$ cat src/rtl/clkdiv_prog_pkg.sv
// Shared constants and helpers for the programmable multi-channel clock divider.
package clkdiv_prog_pkg;

  localparam int TICK_CNT_W = 16;

  // High time of one period: ceil(D/2) cycles.
  function automatic logic [31:0] hi_time(input logic [31:0] d);
    return d - (d >> 1);
  endfunction

  // A divisor of 1 cannot produce a low phase, so it runs as 2.
  function automatic logic [31:0] eff_div(input logic [31:0] d);
    return (d == 32'd1) ? 32'd2 : d;
  endfunction

endpackage

$ cat src/rtl/clkdiv_prog_ch.sv
// One divider channel: divisor/counter, staged divisor applied at a period boundary.
// Optional per-channel tick counter when CLKDIV_PROG_CNT_EN is defined.
module clkdiv_prog_ch
  import clkdiv_prog_pkg::*;
#(
  parameter int W       = 16,
  parameter int DEF_DIV = 2
) (
  input  logic         clk_in,
  input  logic         rst_n,
  input  logic         load_vld,
  input  logic [W-1:0] load_div,
  output logic         pending,
  output logic         clk_out,
  output logic         tick
`ifdef CLKDIV_PROG_CNT_EN
  ,
  output logic [TICK_CNT_W-1:0] tick_cnt
`endif
);

  logic [W-1:0] div_q, div_d;
  logic [W-1:0] cnt_q, cnt_d;
  logic [W-1:0] stage_q, stage_d;
  logic         pending_q, pending_d;
  logic         clk_out_q, clk_out_d;
  logic         tick_q, tick_d;
  logic         stopped;
  logic         boundary;

  // A stopped channel (D==0) treats every edge as a boundary so a new divisor applies at once.
  assign stopped  = (div_q == '0);
  assign boundary = stopped || (cnt_q == div_q - W'(1));

  always_comb begin
    div_d     = div_q;
    cnt_d     = cnt_q;
    stage_d   = stage_q;
    pending_d = pending_q;
    clk_out_d = clk_out_q;
    tick_d    = 1'b0;
    if (boundary) begin
      cnt_d = '0;
      if (pending_q) begin
        div_d     = W'(eff_div(32'(stage_q)));
        pending_d = 1'b0;
        clk_out_d = (stage_q != '0);
        tick_d    = (stage_q != '0);
      end else begin
        clk_out_d = !stopped;
        tick_d    = !stopped;
      end
    end else begin
      cnt_d     = cnt_q + W'(1);
      clk_out_d = (cnt_d < W'(hi_time(32'(div_q))));
    end
    // Staging never collides with apply: load_vld only fires while pending_q is clear.
    if (load_vld) begin
      stage_d   = load_div;
      pending_d = 1'b1;
    end
  end

  always_ff @(posedge clk_in or negedge rst_n) begin
    if (!rst_n) begin
      div_q     <= W'(DEF_DIV);
      cnt_q     <= W'(DEF_DIV - 1);
      stage_q   <= '0;
      pending_q <= 1'b0;
      clk_out_q <= 1'b0;
      tick_q    <= 1'b0;
    end else begin
      div_q     <= div_d;
      cnt_q     <= cnt_d;
      stage_q   <= stage_d;
      pending_q <= pending_d;
      clk_out_q <= clk_out_d;
      tick_q    <= tick_d;
    end
  end

  assign pending = pending_q;
  assign clk_out = clk_out_q;
  assign tick    = tick_q;

`ifdef CLKDIV_PROG_CNT_EN
  logic [TICK_CNT_W-1:0] tick_cnt_q, tick_cnt_d;

  always_comb begin
    tick_cnt_d = tick_cnt_q + TICK_CNT_W'(tick_q);
  end

  always_ff @(posedge clk_in or negedge rst_n) begin
    if (!rst_n) tick_cnt_q <= '0;
    else        tick_cnt_q <= tick_cnt_d;
  end

  assign tick_cnt = tick_cnt_q;
`endif

endmodule

$ cat src/rtl/clkdiv_prog.sv
// Multi-channel runtime-programmable clock divider: config decode plus NCH channel instances.
// Optional tick_cnt output per channel when CLKDIV_PROG_CNT_EN is defined.
module clkdiv_prog
  import clkdiv_prog_pkg::*;
#(
  parameter int  NCH     = 4,
  parameter int  W       = 16,
  parameter int  DEF_DIV = 2,
  localparam int CHW     = (NCH > 1) ? $clog2(NCH) : 1
) (
  input  logic           clk_in,
  input  logic           rst_n,
  input  logic           cfg_valid,
  output logic           cfg_ready,
  input  logic [CHW-1:0] cfg_ch,
  input  logic [W-1:0]   cfg_div,
  output logic [NCH-1:0] cfg_pending,
  output logic [NCH-1:0] clk_out,
  output logic [NCH-1:0] tick
`ifdef CLKDIV_PROG_CNT_EN
  ,
  output logic [NCH*TICK_CNT_W-1:0] tick_cnt
`endif
);

  logic               ch_oor;
  logic [2**CHW-1:0]  pend_ext;

  // Out-of-range channels are always ready and silently discarded.
  assign ch_oor = (int'(cfg_ch) >= NCH);

  always_comb begin
    pend_ext             = '0;
    pend_ext[NCH-1:0]    = cfg_pending;
  end

  assign cfg_ready = ch_oor | ~pend_ext[cfg_ch];

  for (genvar c = 0; c < NCH; c++) begin : g_ch
    logic load_vld;
    assign load_vld = cfg_valid & cfg_ready & ~ch_oor & (cfg_ch == CHW'(c));

    clkdiv_prog_ch #(
      .W       (W),
      .DEF_DIV (DEF_DIV)
    ) u_ch (
      .clk_in   (clk_in),
      .rst_n    (rst_n),
      .load_vld (load_vld),
      .load_div (cfg_div),
      .pending  (cfg_pending[c]),
      .clk_out  (clk_out[c]),
      .tick     (tick[c])
`ifdef CLKDIV_PROG_CNT_EN
      ,
      .tick_cnt (tick_cnt[c*TICK_CNT_W +: TICK_CNT_W])
`endif
    );
  end

endmodule

$ cat config.mk
export PLATFORM = sky130hd
export DESIGN_NAME = clkdiv_prog
export DESIGN_NICKNAME = d
export VERILOG_FILES = /design/src/rtl/clkdiv_prog_pkg.sv /design/src/rtl/clkdiv_prog_ch.sv /design/src/rtl/clkdiv_prog.sv
export SDC_FILE = /design/constraint.sdc
export NUM_CORES = 1
export LEC_CHECK = 0
export ABC_AREA = 1
export ABC_CLOCK_PERIOD_IN_PS = 3500
export CAP_MARGIN = 40
export CORE_UTILIZATION = 50
export CTS_BUF_LIST = sky130_fd_sc_hd__clkbuf_16
export DETAILED_ROUTE_END_ITERATION = 10
export PLACE_DENSITY = 0.66
export RECOVER_POWER = 25
export SKIP_CTS_REPAIR_TIMING = 1
export SYNTH_ARGS = -nofsm -noshare
export SYNTH_HDL_FRONTEND = slang
export SYNTH_SLANG_ARGS = --single-unit
$ cat constraint.sdc
create_clock -name clk_in -period 3.5 [get_ports clk_in]
set_clock_uncertainty 0.05 [all_clocks]
set_input_delay 0.525 -clock clk_in [delete_from_list [all_inputs] [get_ports clk_in]]
set_output_delay 0.525 -clock clk_in [all_outputs]
set_load 0.02 [all_outputs]
-- Word level (Yosys, flattened, before mapping)
Cells that the tools add are included.
- multipliers: 0
- equal/unequal tests: 11
- divide/modulo/power cells: 0
- reduce and logical (&&, ||, !) cells: 25
- bitwise logic cells: 6
- shifts and indexed selects: 0
- add/sub/neg operators: 12
- magnitude comparators: 5
- multiplexer cells: 30
- operators with widths (cell ; count):
    16-bit 2-to-1 mux ; 8
    16-bit by 1-bit adder with 16-bit output, second input constant ; 4
    16-bit by 1-bit == test with 1-bit output, second input constant ; 4
    16-bit == test ; 4
    16-bit zero test ; 4
    16-bit < comparator ; 4
    16-bit nonzero test ; 4
    16-bit by 1-bit subtractor with 16-bit output, second input constant ; 4
    16-bit by 15-bit subtractor with 16-bit output ; 4
    1-bit 2-to-1 mux ; 21
    2-bit AND reduction ; 4
    2-bit nonzero test ; 4
    1-bit AND ; 5
    2-bit == test, second input constant ; 2
    1-bit zero test ; 4
    1-bit logical OR ; 4
    2-bit by 3-bit < comparator with 1-bit output, second input constant ; 1
    1-bit binary-select mux with 2-bit select ; 1
    2-bit by 1-bit == test with 1-bit output, second input constant ; 1
    2-bit zero test ; 1
    1-bit NOT ; 1
- flip-flop bits (word level): 204
- input bits: 21
- memory bits (read-only): 0
- latch bits: 0
- word-level logic and storage cells: 113
- bits in writable memories: 0
- output and inout bits: 13
- memories: 0

-- Longest topological paths before layout
Gate-level depths: netlist (run 1).
- word-level depth: 6
- gate-level depth with buffers: 21
- gate-level depth less buffers: 21

-- By module
A second synthesis (run 1) with hierarchy kept.
- cell total of the unflattened synthesis: 2298
- area total of the unflattened synthesis: 16737.3 sq um
- modules (own cells, without submodules) (module ; cells an instance ; times used ; seq. area each (sq um) ; area an instance (sq um)):
    clkdiv_prog_ch at g_ch[1].u_ch ... ; 566 ; 2 ; 1278.7 ; 4122.7
    clkdiv_prog_ch at g_ch[0].u_ch ; 580 ; 1 ; 1278.7 ; 4216.5
    clkdiv_prog_ch at g_ch[3].u_ch ; 565 ; 1 ; 1278.7 ; 4174.0
    clkdiv_prog ; 21 ; 1 ; 0.0 ; 101.3

-- Least setup slack after synthesis (run 1)
No wires, ideal clock.
- path type: register -> register
- start: reg g_ch[2].u_ch.div_q[1]
- end: reg g_ch[2].u_ch.clk_out_q
- required time: 3385 ps
- arrival time: 2913 ps
- cell stages (with the launch flop): 17
- path slack: 473 ps
- path buffers: 0
- setup time: 65 ps
- path through: dfstp_2 inv_1 ha_1 or2_2 nor3_1 a21oi_1 o21ai_0 nand3_1 nand2_1 xor2_1 ha_1 a21oi_1 o21a_1 o221ai_1 a21oi_1 nand3_1 nand2_1
- cells in the longest elaborated chain, start to end: 4
- elaborated cells on any way between the ends: 9
- classes of those cells: 2 x add/sub; 1 x order compare; 1 x eq/ne; 2 x mux; 3 x reduce/logical
- RTL lines (item ; line ; source):
    from (decl) ; clkdiv_prog_ch.sv:22 ; logic [W-1:0] div_q, div_d;
    from (signal assigned) ; clkdiv_prog_ch.sv:66 ; div_q <= W'(DEF_DIV);
    from (signal assigned) ; clkdiv_prog_ch.sv:73 ; div_q <= div_d;
    branches (longest 3 deep; another with 16-bit by 15-bit subtractor with 16-bit output) ; -- ;
    1-bit 2-to-1 mux (*) ; clkdiv_prog_ch.sv:42 ; if (boundary) begin
    named net g_ch[2].u_ch.clk_out_d ; clkdiv_prog_ch.sv:26 ; logic clk_out_q, clk_out_d;
    to (signal assigned) ; clkdiv_prog_ch.sv:77 ; clk_out_q <= clk_out_d;
    to (decl) ; clkdiv_prog_ch.sv:26 ;
Mark *: on every way through the listed nets, which the timed path passes.
A chain may end at the register's enable or synchronous reset.

-- Final worst setup path (run 1)
- start: reg g_ch[3].u_ch.div_q[1]
- end: reg g_ch[3].u_ch.clk_out_q
- cells in the longest elaborated chain, start to end: 4
- elaborated cells on any way between the ends: 9
- classes of those cells: 2 x add/sub; 1 x order compare; 1 x eq/ne; 2 x mux; 3 x reduce/logical
- RTL lines (item ; line):
    from (decl) ; clkdiv_prog_ch.sv:22
    from (signal assigned) ; clkdiv_prog_ch.sv:66
    from (signal assigned) ; clkdiv_prog_ch.sv:73
    branches (longest 3 deep; another with 16-bit by 15-bit subtractor with 16-bit output) ; --
    1-bit 2-to-1 mux (*) ; clkdiv_prog_ch.sv:42
    named net g_ch[3].u_ch.clk_out_d ; clkdiv_prog_ch.sv:26
    to (signal assigned) ; clkdiv_prog_ch.sv:77
    to (decl) ; clkdiv_prog_ch.sv:26
Marked as above.

==> summary.txt, run 1 <==
Final WS setup -> 0.288 ns
fin nets -> 2564
run status -> complete, but fails checks
Die Area -> 0.0344 sq mm
post-synthesis cell count -> 2307
Clock transition at path regs -> 0.06 ns
max cap viols -> 1
Ports -> 34
unrepaired setup endpoints after global routing -> false
Die H -> 185 microns
Max stage delay cell, worst path -> dfstp_2
initial antenna violation count -> 0
GPL Wtd Cong -> 0.966
Layout area overhead -> 9.40%
Post-synth EDFFs -> 0
Initial Utilization -> 51.2%
Worst Setup Start Kind -> flip-flop
drc violations -> 0
crit-path cells -> ha_1 -> inv_1 -> fa_1 -> nand3_1 -> nand2_1 -> nand4_1 -> nand3_1 -> a21oi_1 -> nor2_1 -> nor2_1 -> xor2_1 -> ha_1 -> nand2_1 -> nor2_1 -> a211oi_1 -> o21ai_0 -> a21oi_1 -> nand2_1 -> nand2_1
All-Layer GR Usage -> 25.4%
top-area cell type share of the netlist area -> 29.1%
setup violators final -> 0
ys flop type -> dfrtp_1
CTS tree -> built
die width -> 185 microns
top-count cell post-synth -> nand2_1
clk root buf -> clkbuf_16
Core Region -> 0.0329 sq mm
Setup TNS Final -> 0 ns
Top Metal Used -> met4
Final period util -> 91.8%
standard-cell rows -> 66
met3 wire len -> 2.03 mm
routed vias -> 14500
required time worst endpoint -> 3.92 ns
number of buffers created by CTS -> 24
min Tclk post-route -> 3.21 ns
WL per Instance -> 15.2 microns
Via density -> 5.17
worst min path class -> reg -> reg
Distinct cells, synth -> 49
Crit Path Max Fanout -> 5
Hold Fails Final Rpt -> 0
yosys warns -> 0
M1 WL -> 20.2 mm
Clock Tree Buf Depth -> 3
Reg2Reg Setup Slack -> 0.29 ns
Synth area leaders -> dfrtp_1 (29%), ha_1 (15%), nand2_1 (12%)
pin count of the biggest net entering global routing -> 107
H-tree depth -> 1
worst setup path class -> reg -> reg
sequential-to-total area share from yosys stat -> 30.4%
Avg Cell Area, Syn -> 7.30 sq um
worst slack, placed -> 0.210 ns
IO Port Bufs -> 33
Slew @ Worst Pin -> 2.16 ns
Initial DRC Count -> 844
Hold Path Stages -> 2
Min-Delay Endpoint -> g_ch[1].u_ch.stage_q[1]
number of nets with antenna violations after routing -> 0
Post-Route WL -> 42.5 mm
cell depth of the worst flop-to-flop path -> 19
HPWL Detailed -> 33.4 mm
Clock Latency Late Sink -> 0.54 ns
cell area after synthesis -> 0.0168 sq mm
relative slew slack -> -44.3%
FFs w/ async S/R, synth -> 100%
first-pass GRT wire length -> 70.4 mm
most frequent cell on the critical path -> nand2_1
vias in the first global route -> 14100
drt first pass iters -> 5
metal2 WL -> 19.5 mm
Critical R2R Launch -> g_ch[3].u_ch.div_q[1]
Synth area leader -> dfrtp_1
count of final max-slew check failures -> 37
GRT Residual Overflow -> 0
Sink Count -> 204
Critical Path AT -> 3.64 ns
hold wc startpoint -> g_ch[1].u_ch.stage_q[1]
syn nets -> 2536
Seq cells post-synth -> 204
layout cell share with drive strength beyond 1 -> 5.23%
reg2reg end -> g_ch[3].u_ch.clk_out
Slowest Stage Delay on Critical Path -> 0.58 ns
ANT cells -> 0
failing checks -> max-capacitance violations, max-slew violations
synth cell count leaders -> nand2_1 (555), inv_1 (341), nor2_1 (221), ha_1 (204), dfrtp_1 (196)
endpoint type of the worst setup path -> flip-flop
maximum clock frequency -> 311 MHz
critical path, delay by kind of cell (launching register included):
kind / cells / cell delay [ns]
AOI/OAI and AO/OA: 4 / 0.57
adders and majority gates: 3 / 0.87
and+or+nand+nor: 10 / 0.83
xor gates and xnor gates: 1 / 0.19
DFF: 1 / 0.58
buffers and inverters: 1 / 0.06
area by class of cell:
class	instances	area, sq um
multi-input combinational	1701	10100
inverter	352	1320
clock buffer	24	601
timing repair buffer	52	477
fill	3197	14500
tap	442	553
sequential	204	5110
clock inverter	20	235
flip-flops by register name, indices dropped and copies added, names as in the netlist:
| signal | flops |
|---|---|
| g_ch.u_ch.tick | 4 |
| g_ch.u_ch.clk_out | 4 |
| g_ch.u_ch.cnt_q | 64 |
| g_ch.u_ch.stage_q | 64 |
| g_ch.u_ch.pending | 4 |
| g_ch.u_ch.div_q | 64 |
cell usage in the layout, fill, tap and decap left out, drive strengths merged, types with 31 or more instances in the layout:
| cell | instances |
|---|---|
| xor2 | 119 |
| ha | 204 |
| xnor2 | 44 |
| a21oi | 100 |
| nor2 | 230 |
| nand4 | 39 |
| clkdlybuf4s50 | 32 |
| dfrtp | 196 |
| o21ai | 104 |
| nand2 | 570 |
| nand3 | 173 |
| nor3 | 31 |
| inv | 351 |
worst max path at each step:
stage	endpoint	cells after the start	start
after global placement	g_ch[1].u_ch.clk_out	18	g_ch[1].u_ch.div_q[1]
after CTS	g_ch[2].u_ch.clk_out	19	g_ch[2].u_ch.div_q[1]
after floorplan	g_ch[2].u_ch.clk_out	16	g_ch[2].u_ch.div_q[1]
after global routing	g_ch[2].u_ch.clk_out	17	g_ch[2].u_ch.div_q[2]
final	g_ch[3].u_ch.clk_out	19	g_ch[3].u_ch.div_q[1]
after detailed placement	g_ch[2].u_ch.clk_out	19	g_ch[2].u_ch.div_q[1]
routing by layer:
metal,vias to the layer above,track usage [%]
met5,-,0
met4,0,5.79
met3,63,3.23
met2,290,42.5
met1,6715,34.9
li1,7391,-
kinds of logic (layout without fill, tap and decap cells):
group | count (synthesis) | after routing | share of synthesized area, %
XOR/XNOR | 163 | 163 | 8.48
AO/OA/AOI/OAI | 252 | 252 | 8.32
AND/OR/NAND/NOR | 1078 | 1078 | 27.4
flip-flops | 204 | 204 | 30.4
buffers and inverters | 402 | 448 | 9.75
adder cells (fa/ha/maj) | 208 | 208 | 15.6
stage by stage:
stage | utilization [%] | cells | hold slack (ns) | cell area (sq um)
after floorplan | - | 2307 | 0.179 | 16800
after global placement | 53.3 | 2748 | 0.371 | 17500
after detailed placement | 53.3 | 2748 | 0.374 | 17500
after CTS | 55.9 | 2792 | -0.196 | 18400
after global routing | 56.0 | 2795 | 0.483 | 18400
final | 56.0 | 2795 | 0.450 | 18400
Power of run 1 is left out: the tool's default activity adds up to more than one toggle a clock period on the data nets, which glitch-free logic cannot reach.
==> run 2: changes to the inputs <==
ABC_CLOCK_PERIOD_IN_PS = unset   (was 3500)
TNS_END_PERCENT = 20   (was unset)
==> run 2 against run 1 <==
Compared with the run above:
- the run still ends with max-capacitance violations, max-slew violations left
- routed wire length shrank 0.28%
- maximum frequency decreased by 2.4%
- first-iteration DRC count is 2.4% higher
- critical path type unchanged
- largest cell class unchanged
- highest routed layer unchanged
==> summary.txt, run 2 (synthesis gave the netlist of run 1 again) <==
worst setup path class -> reg -> reg
most frequent cell on the critical path -> nand2_1
die width -> 185 microns (unchanged)
crit-path cells -> ha_1 -> inv_1 -> fa_1 -> nand3_1 -> nand2_1 -> nand2_1 -> nand2_1 -> nand2_1 -> nand2_1 -> a21oi_2 -> inv_1 -> a21oi_1 -> xor2_1 -> ha_1 -> nand4_1 -> o221ai_1 -> a21oi_1 -> nand3_1 -> nand2_1
GRT Residual Overflow -> 0 (unchanged)
Die Area -> 0.0344 sq mm (unchanged)
WP buf/inv -> 2 (+1)
max cap viols -> 1 (unchanged)
HPWL Detailed -> 33.4 mm (unchanged)
required time worst endpoint -> 3.92 ns (about the same)
commonest cells after routing, fill and taps aside -> nand2_1 (555), inv_1 (342), nor2_1 (220)
placed insts -> 2748 (unchanged)
Via density -> 5.17 (-0.12%)
GPL Wtd Cong -> 0.966 (unchanged)
standard-cell rows -> 66 (unchanged)
layout filler cell count -> 3200 (+0.094%)
worst min path class -> reg -> reg
Critical Path AT -> 3.71 ns (+0.07 ns)
routed vias -> 14400 (-0.19%)
worst slack, placed -> 0.210 ns (unchanged)
number of buffers created by CTS -> 24 (unchanged)
CTS tree -> built
vias in the first global route -> 14100 (unchanged)
Worst Setup Start Kind -> flip-flop
clk root buf -> clkbuf_16
relative slew slack -> -43.8% (+0.50 points)
Sink Count -> 204 (unchanged)
Hold Fails Final Rpt -> 0 (unchanged)
ANT cells -> 0 (unchanged)
min Tclk post-route -> 3.29 ns (+0.0778 ns)
Die H -> 185 microns (unchanged)
Ports -> 34 (unchanged)
setup violators final -> 0 (unchanged)
final hold slack -> 0.448 ns (-0.00180 ns)
Clock Tree Buf Depth -> 3 (unchanged)
number of nets with antenna violations after routing -> 0 (unchanged)
maximum clock frequency -> 304 MHz (-2.4%)
initial antenna violation count -> 0 (unchanged)
H-tree depth -> 1 (unchanged)
IO Port Bufs -> 33 (unchanged)
CP top delay family -> adder cells
first-pass GRT wire length -> 70.4 mm (unchanged)
WL per Instance -> 15.2 microns (-0.21%)
count of final max-slew check failures -> 37 (unchanged)
Initial Utilization -> 51.2% (unchanged)
fin cells -> 2793 (-0.072%)
Crit Path Max Fanout -> 5 (unchanged)
Initial DRC Count -> 864 (+2.4%)
All-Layer GR Usage -> 25.4% (unchanged)
pin count of the biggest net entering global routing -> 107 (unchanged)
unrepaired setup endpoints after global routing -> true
Final period util -> 94.0% (+2.2 points)
drt first pass iters -> 5 (unchanged)
biggest regs -> g_ch.u_ch.cnt_q: 64 flops, g_ch.u_ch.div_q: 64 flops, g_ch.u_ch.stage_q: 64 flops
fin nets -> 2562 (-0.078%)
Core Region -> 0.0329 sq mm (unchanged)
Final WS setup -> 0.210 ns (-0.0778 ns)
Max stage delay cell, worst path -> dfstp_2
layout cell share with drive strength beyond 1 -> 4.93% (-0.29 points)
failing checks -> max-capacitance violations, max-slew violations
Clock transition at path regs -> 0.07 ns (about the same)
endpoint type of the worst setup path -> flip-flop
most common cell after layout, fill and taps aside -> nand2_1
Layout area overhead -> 9.20%
Post-Route WL -> 42.4 mm (-0.28%)
Clock Latency Late Sink -> 0.54 ns (about the same)
drc violations -> 0 (unchanged)
Slowest Stage Delay on Critical Path -> 0.60 ns (+0.02 ns)
run status -> complete, but fails checks
Slew @ Worst Pin -> 2.16 ns (-0.00751 ns)
==> run 2: routing by layer <==
layer,vias to the layer above,part of all wire [%],GRT usage (%)
li1,7386,-,-
met1,6684,47,34.9
met2,306,46,42.5
met3,55,4.8,3.23
met4,0,2.0,5.79
met5,-,0,0
==> run 2: tightest hold or removal path, cell delays in order (launching register included) <==
cell and delay, ns:
dfrtp_1 0.34, nand2_1 0.05, o21ai_0 0.06
==> run 2: path summary, 6_finish.rpt <==
| path | from | end | slack, ns | depth (start not counted) |
|---|---|---|---|---|
| max | g_ch[2].u_ch.div_q[1] | g_ch[2].u_ch.clk_out | 0.21 | 19 |
| min reg2reg | g_ch[1].u_ch.stage_q[1] | g_ch[1].u_ch.stage_q[1] | 0.45 | 2 |
| min in group asynchronous | rst_n | g_ch[0].u_ch.cnt_q[11] | 1.12 | 2 |
| max in group asynchronous | rst_n | g_ch[3].u_ch.tick | 0.54 | 3 |
| min | g_ch[1].u_ch.stage_q[1] | g_ch[1].u_ch.stage_q[1] | 0.45 | 2 |
| max reg2reg | g_ch[2].u_ch.div_q[1] | g_ch[2].u_ch.clk_out | 0.21 | 19 |
==> run 2: layout make-up <==
cell class | instances | area (sq um) | share of cell area (%)
Multi-Input combinational cell | 1701 | 10100 | 54.9
Tap cell | 442 | 553 | 3.01
Sequential cell | 204 | 5110 | 27.8
Clock buffer | 24 | 601 | 3.27
Inverter | 352 | 1320 | 7.19
Timing Repair Buffer | 50 | 462 | 2.51
Clock inverter | 20 | 235 | 1.28
==> run 2: through the flow <==
stage               TNS (ns)  utilization, %  area (sq um)
floorplan                  0               -         16800
global placement           0            53.3         17500
detailed placement         0            53.3         17500
CTS                        0            55.9         18400
global route         -0.0701            55.9         18400
finish                     0            55.9         18400
Power of run 2 is left out for the same reason.
